**config.mk**
```make
export PLATFORM = sky130hd
export DESIGN_NAME = timer_dev_flat
export DESIGN_NICKNAME = d
export VERILOG_FILES = /design/src/rtl/timer_dev_if.sv /design/src/rtl/timer_dev.sv /design/src/flat_wrapper.sv
export SDC_FILE = /design/constraint.sdc
export NUM_CORES = 1
export LEC_CHECK = 0
export BUFFER_PORTS_ARGS = -buffer_cell sky130_fd_sc_hd__buf_2
export CAP_MARGIN = 20
export CELL_PAD_IN_SITES_DETAIL_PLACEMENT = 1
export CELL_PAD_IN_SITES_GLOBAL_PLACEMENT = 2
export CORE_MARGIN = 5
export CORE_UTILIZATION = 30
export CTS_BUF_LIST = sky130_fd_sc_hd__clkbuf_4 sky130_fd_sc_hd__clkbuf_8 sky130_fd_sc_hd__clkbuf_16
export DETAILED_ROUTE_END_ITERATION = 6
export MAX_ROUTING_LAYER = met4
export PLACE_DENSITY_LB_ADDON = 0.2
export SYNTH_ARGS = -nofsm -noshare
export SYNTH_HDL_FRONTEND = slang
export SYNTH_SLANG_ARGS = --single-unit
```
**constraint.sdc**
```tcl
create_clock -name clk -period 2.5 [get_ports clk]
set_input_delay 0.25 -clock clk [delete_from_list [all_inputs] [get_ports clk]]
set_output_delay 0.25 -clock clk [all_outputs]
set_load 0.02 [all_outputs]
```
**src/rtl/timer_dev_if.sv**
```systemverilog
// Register-bus port of the timer: word select, qualified write strobe, write/read data and IRQ.
interface timer_dev_if;
    logic [1:0]  addr;
    logic        we;
    logic [31:0] din;
    logic [31:0] dout;
    logic        irq;

    modport master (output addr, we, din, input dout, irq);
    modport slave  (input addr, we, din, output dout, irq);
endinterface

```
**src/rtl/timer_dev.sv**
```systemverilog
// Memory-mapped down-counter with one-shot / auto-reload modes and a maskable interrupt.
module timer_dev (
    input  logic        clk,
    input  logic        reset,
    timer_dev_if.slave  bus
);
    typedef enum logic [1:0] {IDLE, LOAD, CNT, INT} state_t;

    state_t      state, state_nxt;
    logic        ctrl_en, ctrl_im;
    logic [1:0]  ctrl_mode;
    logic [31:0] preset, count;
    logic        irq_flag;

    logic wr_ctrl, wr_preset, disabled, auto_mode;
    logic load_cnt, dec_cnt, zero_cnt, flag_set, flag_clr, hw_dis;

    assign wr_ctrl   = bus.we && (bus.addr == 2'd0);
    assign wr_preset = bus.we && (bus.addr == 2'd1);
    // A disabling CTRL write takes effect on the same edge it lands, outside IDLE.
    assign disabled  = ~ctrl_en | (wr_ctrl & ~bus.din[0]);
    assign auto_mode = (ctrl_mode == 2'b01);

    always_ff @(posedge clk or posedge reset) begin
        if (reset) state <= IDLE;
        else       state <= state_nxt;
    end

    always_comb begin
        state_nxt = state;
        case (state)
            IDLE:    if (ctrl_en) state_nxt = LOAD;
            LOAD:    state_nxt = disabled ? IDLE : CNT;
            CNT: begin
                if (disabled)          state_nxt = IDLE;
                else if (count <= 32'd1) state_nxt = INT;
            end
            INT:     state_nxt = (!disabled && auto_mode) ? LOAD : IDLE;
            default: state_nxt = IDLE;
        endcase
    end

    always_comb begin
        load_cnt = 1'b0;
        dec_cnt  = 1'b0;
        zero_cnt = 1'b0;
        flag_set = 1'b0;
        flag_clr = 1'b0;
        hw_dis   = 1'b0;
        case (state)
            LOAD: load_cnt = ~disabled;
            CNT: begin
                if (!disabled) begin
                    if (count > 32'd1) dec_cnt = 1'b1;
                    else begin
                        zero_cnt = 1'b1;
                        flag_set = 1'b1;
                    end
                end
            end
            INT: begin
                if (auto_mode) flag_clr = 1'b1;
                else           hw_dis   = 1'b1;
            end
            default: ;
        endcase
    end

    always_comb begin
        bus.dout = 32'd0;
        case (bus.addr)
            2'd0:    bus.dout = {28'd0, ctrl_im, ctrl_mode, ctrl_en};
            2'd1:    bus.dout = preset;
            2'd2:    bus.dout = count;
            default: bus.dout = 32'd0;
        endcase
    end

    assign bus.irq = irq_flag & ctrl_im;

    // Software CTRL write outranks the hardware Enable clear in one-shot INT.
    always_ff @(posedge clk or posedge reset) begin
        if (reset) begin
            ctrl_en   <= 1'b0;
            ctrl_mode <= 2'b00;
            ctrl_im   <= 1'b0;
        end else if (wr_ctrl) begin
            ctrl_en   <= bus.din[0];
            ctrl_mode <= bus.din[2:1];
            ctrl_im   <= bus.din[3];
        end else if (hw_dis) begin
            ctrl_en   <= 1'b0;
        end
    end

    always_ff @(posedge clk or posedge reset) begin
        if (reset)          preset <= 32'd0;
        else if (wr_preset) preset <= bus.din;
    end

    always_ff @(posedge clk or posedge reset) begin
        if (reset)         count <= 32'd0;
        else if (load_cnt) count <= preset;
        else if (dec_cnt)  count <= count - 32'd1;
        else if (zero_cnt) count <= 32'd0;
    end

    always_ff @(posedge clk or posedge reset) begin
        if (reset)                      irq_flag <= 1'b0;
        else if (wr_ctrl || wr_preset)  irq_flag <= 1'b0;
        else if (flag_set)              irq_flag <= 1'b1;
        else if (flag_clr)              irq_flag <= 1'b0;
    end
endmodule
```
**src/flat_wrapper.sv**
```systemverilog
// flat-port wrapper written by rule: the top's interface ports become plain ports
module timer_dev_flat 
  (clk, reset, bus_addr, bus_we, bus_din, bus_dout, bus_irq);
  timer_dev_if bus_i ();
  input  logic clk;
  input  logic reset;
  input wire logic [$bits(bus_i.addr)-1:0] bus_addr;
  input wire logic [$bits(bus_i.we)-1:0] bus_we;
  input wire logic [$bits(bus_i.din)-1:0] bus_din;
  output wire logic [$bits(bus_i.dout)-1:0] bus_dout;
  output wire logic [$bits(bus_i.irq)-1:0] bus_irq;
  assign bus_i.addr = bus_addr;
  assign bus_i.we = bus_we;
  assign bus_i.din = bus_din;
  assign bus_dout = bus_i.dout;
  assign bus_irq = bus_i.irq;
  timer_dev u_core (.clk(clk), .reset(reset), .bus(bus_i));
endmodule
```
==> results.json <==
{
  "status": "completed",
  "synth-compound-area-share_pct": 22.3,
  "syn_area_per_cell_um2": 10.1,
  "cts_tree": "yes",
  "cts_sinks": 71,
  "ant_nets": 0,
  "synth_cell_type_count": 52,
  "whs_endpoint": "u_core.ctrl_mode[1]",
  "grt_pass1_vias": 3754,
  "arrival_ns": 2.59,
  "r2r_slack_ns": 0.13,
  "grt_pass1_wl_um": 19800,
  "power_switching_uw": 1850,
  "diodes": 0,
  "synth_cells": 389,
  "r2r-start": "u_core.count[23]",
  "critPathKind": "register to register",
  "overflow": 0,
  "place_ws_ns": 0.0674,
  "hold_start": "bus_din[2]",
  "place_area_mm2": 0.00460,
  "reg2reg_to": "u_core.count[20]",
  "path_buf_inv": 1,
  "rsz0062_at_grt": "false",
  "min_period_over_period_pct": 94.9,
  "io_buffers": 69,
  "crit_start": "u_core.count[23]",
  "finalInstanceArea_mm2": 0.00491,
  "max_freq_ghz": 0.421,
  "finalSetupViolCount": 0,
  "syn_to_final_growth_pct": 25.2,
  "synth-edff-count": 0,
  "synth-simple-area-share_pct": 15.4,
  "ys_seq_elements": 71,
  "yosys_most_used_dff": "dfrtp_1",
  "synth_top_family_by_area": "compound AO/OA/AOI/OAI gates",
  "drt_pass1_iterations": 4,
  "clock_path_buffers": 2,
  "seq_area_frac_synth_pct": 45.4,
  "finalSetupTns_ns": 0,
  "die_area_mm2": 0.0154,
  "slowest_stage": "or4_4",
  "synth.area.mux_share_pct": 9.93,
  "post-route-drc-count": 0,
  "p_seq_share_pct": 39.1,
  "clk_pin_slew_ns": 0.05,
  "die_h_um": 124,
  "synth_nets": 428,
  "reg2reg_depth": 6,
  "rows": 41,
  "endpoint_kind": "register",
  "synth-xor-area-share_pct": 2.24,
  "fp.dieW_um": 124,
  "yosysWarnings": 0,
  "critPathLaunchType": "register",
  "p_leak_uw": 0.00220,
  "grt_max_degree": 27,
  "synth_most_common_cell": "dfrtp_1",
  "io_pins": 70,
  "relSlewSlack_pct": 59.9,
  "synth-async-reset-ratio_pct": 100,
  "period_needed_ns": 2.37,
  "syn_area_mm2": 0.00392,
  "layout.nets": 511,
  "ctsHtreeMaxLevel": 3,
  "hold_depth": 3,
  "hold_violations": 0,
  "initialDrtViolationCount": 138,
  "ys_top_cells_by_count": "dfrtp_1 (71), nand2_1 (41), mux2_2 (31)",
  "start_util_pct": 30.8,
  "clock_skew_ns": 0.00503,
  "viasPerCell": 5.22,
  "finalWorstSetupSlack_ns": 0.127,
  "cp_max_fo": 22,
  "layout-drive-gt1-share_pct": 34.2,
  "grt.total_usage_pct": 16.1,
  "irDropWorstVdd_uv": 407,
  "antenna_found_initial": 0,
  "core_region_area_mm2": 0.0127,
  "clkPwrFrac_pct": 24.5,
  "vias": 3383,
  "switching_share_pct": 37.6,
  "synth_fa_ha_area_share_pct": 0.639,
  "comb_power_share_pct": 36.5,
  "yosysTopAreaCellShare_pct": 45.4,
  "p_per_area_mw_per_mm2": 1010,
  "wl_um": 11900,
  "hold_class": "primary input to register",
  "required_ns": 2.72,
  "critical-path-top-delay-family": "simple AND/OR/NAND/NOR gates",
  "dp_hpwl_um": 8540,
  "post-synth-top-area-cell": "dfrtp_1",
  "cts-root-buf": "clkbuf_16",
  "worst_pin_slew_ns": 0.601,
  "synthTopCellsByArea": "dfrtp_1 (45%), mux2_2 (8.9%), a22o_1 (6.3%)",
  "crit_chain": "or4_4, or3_4, o31ai_4, buf_8, o21ai_0, a221o_1",
  "intPower_uw": 3080,
  "worst_path_largest_cell_delay_ns": 0.55,
  "place_congestion": 0.768,
  "wl_per_cell_um": 18.3,
  "drv_cap": 0,
  "cts_buffers": 9,
  "post_cts_buffers": 0,
  "clk_latency_ns": 0.34,
  "drv_slew": 0
}
-- per-layer routing --
layer / GRT usage, % / vias to the layer above / wire, µm / part of all wire [%]
met5: - / - / 0 / 0
met4: 3.29 / 0 / 99 / 0.83
met3: 4.50 / 6 / 479 / 4.0
met2: 25.6 / 63 / 5600 / 47
met1: 20.7 / 1684 / 5680 / 48
li1: - / 1630 / - / -
-- power groups by stage --
stage / registers (µW) / logic [µW] / clock network, µW
4_1_cts: 1920 / 1810 / 1250
2_1_floorplan: 1800 / 1220 / 0
3_3_place_gp: 1920 / 1770 / 0
6_report: 1930 / 1800 / 1210
5_1_grt: 1990 / 1990 / 1300
3_5_place_dp: 1940 / 1800 / 0
-- layout by cell type, fill, tap and decap left out, types with 5 or more instances in the layout --
cell	n
dfrtp_1	71
buf_2	69
nand2_1	41
mux2_2	31
buf_4	31
a22o_1	28
o21ai_0	27
nor3_1	16
a22oi_1	15
nor4_1	10
nor2_1	10
a21o_1	9
a221o_1	9
clkbuf_16	9
inv_1	7
nand3_1	6
or2_2	5
nor3b_1	5
xor2_1	5
xnor2_1	5
-- state kept, by name (all words and copies together) (netlist names) --
register and count:
u_core.count 32, u_core.preset 32, u_core.ctrl_mode 2, u_core.state 2, u_core.ctrl_en 1, u_core.ctrl_im 1, u_core.irq_flag 1
-- through the flow --
step	power (µW)	hold WS [ns]	util (%)	cells
finish	4930	0.124	38.6	648
floorplan	3010	0.355	-	389
detailed placement	3740	0.365	36.2	632
CTS	4980	0.112	38.4	648
global placement	3690	0.361	36.2	632
global route	5280	0.123	38.6	648
-- logic make-up after synthesis --
logic type	Yosys count
AOI/OAI and AO/OA	115
DFF	71
and+or+nand+nor	117
adders and majority gates	2
buffers and inverters	39
xor gates and xnor gates	10
muxes	35
-- area by class of cell --
class,count,area (µm²)
clock buffer,14,269
clock inverter,1,5.00
fill,1516,7820
inverter,8,30.0
multi-input combinational,279,2000
sequential,71,1780
tap,172,215
timing repair buffer,103,614
-- worst max path at each step --
stage	slack [ns]	cells past startpoint	endpoint
after floorplan	0.12	7	u_core.count[9]
after global placement	0.11	6	u_core.count[20]
after detailed placement	0.07	6	u_core.count[21]
after CTS	0.06	6	u_core.count[20]
after global routing	0.02	6	u_core.count[20]
final	0.13	6	u_core.count[20]
-- worst reg2reg max path, cell delays in order, from the launching register on --
cell,delay [ns]
dfrtp_1,0.37
or4_4,0.55
or3_4,0.40
o31ai_4,0.29
buf_8,0.22
o21ai_0,0.12
a221o_1,0.32
-- what timing repair did --
item,4_1_cts,5_1_grt
setup endpoints to repair,0,6
gates resized for setup,0,5
hold buffers,1,0
hold endpoints to repair,12,0
(Power assumes the default switching activity.)
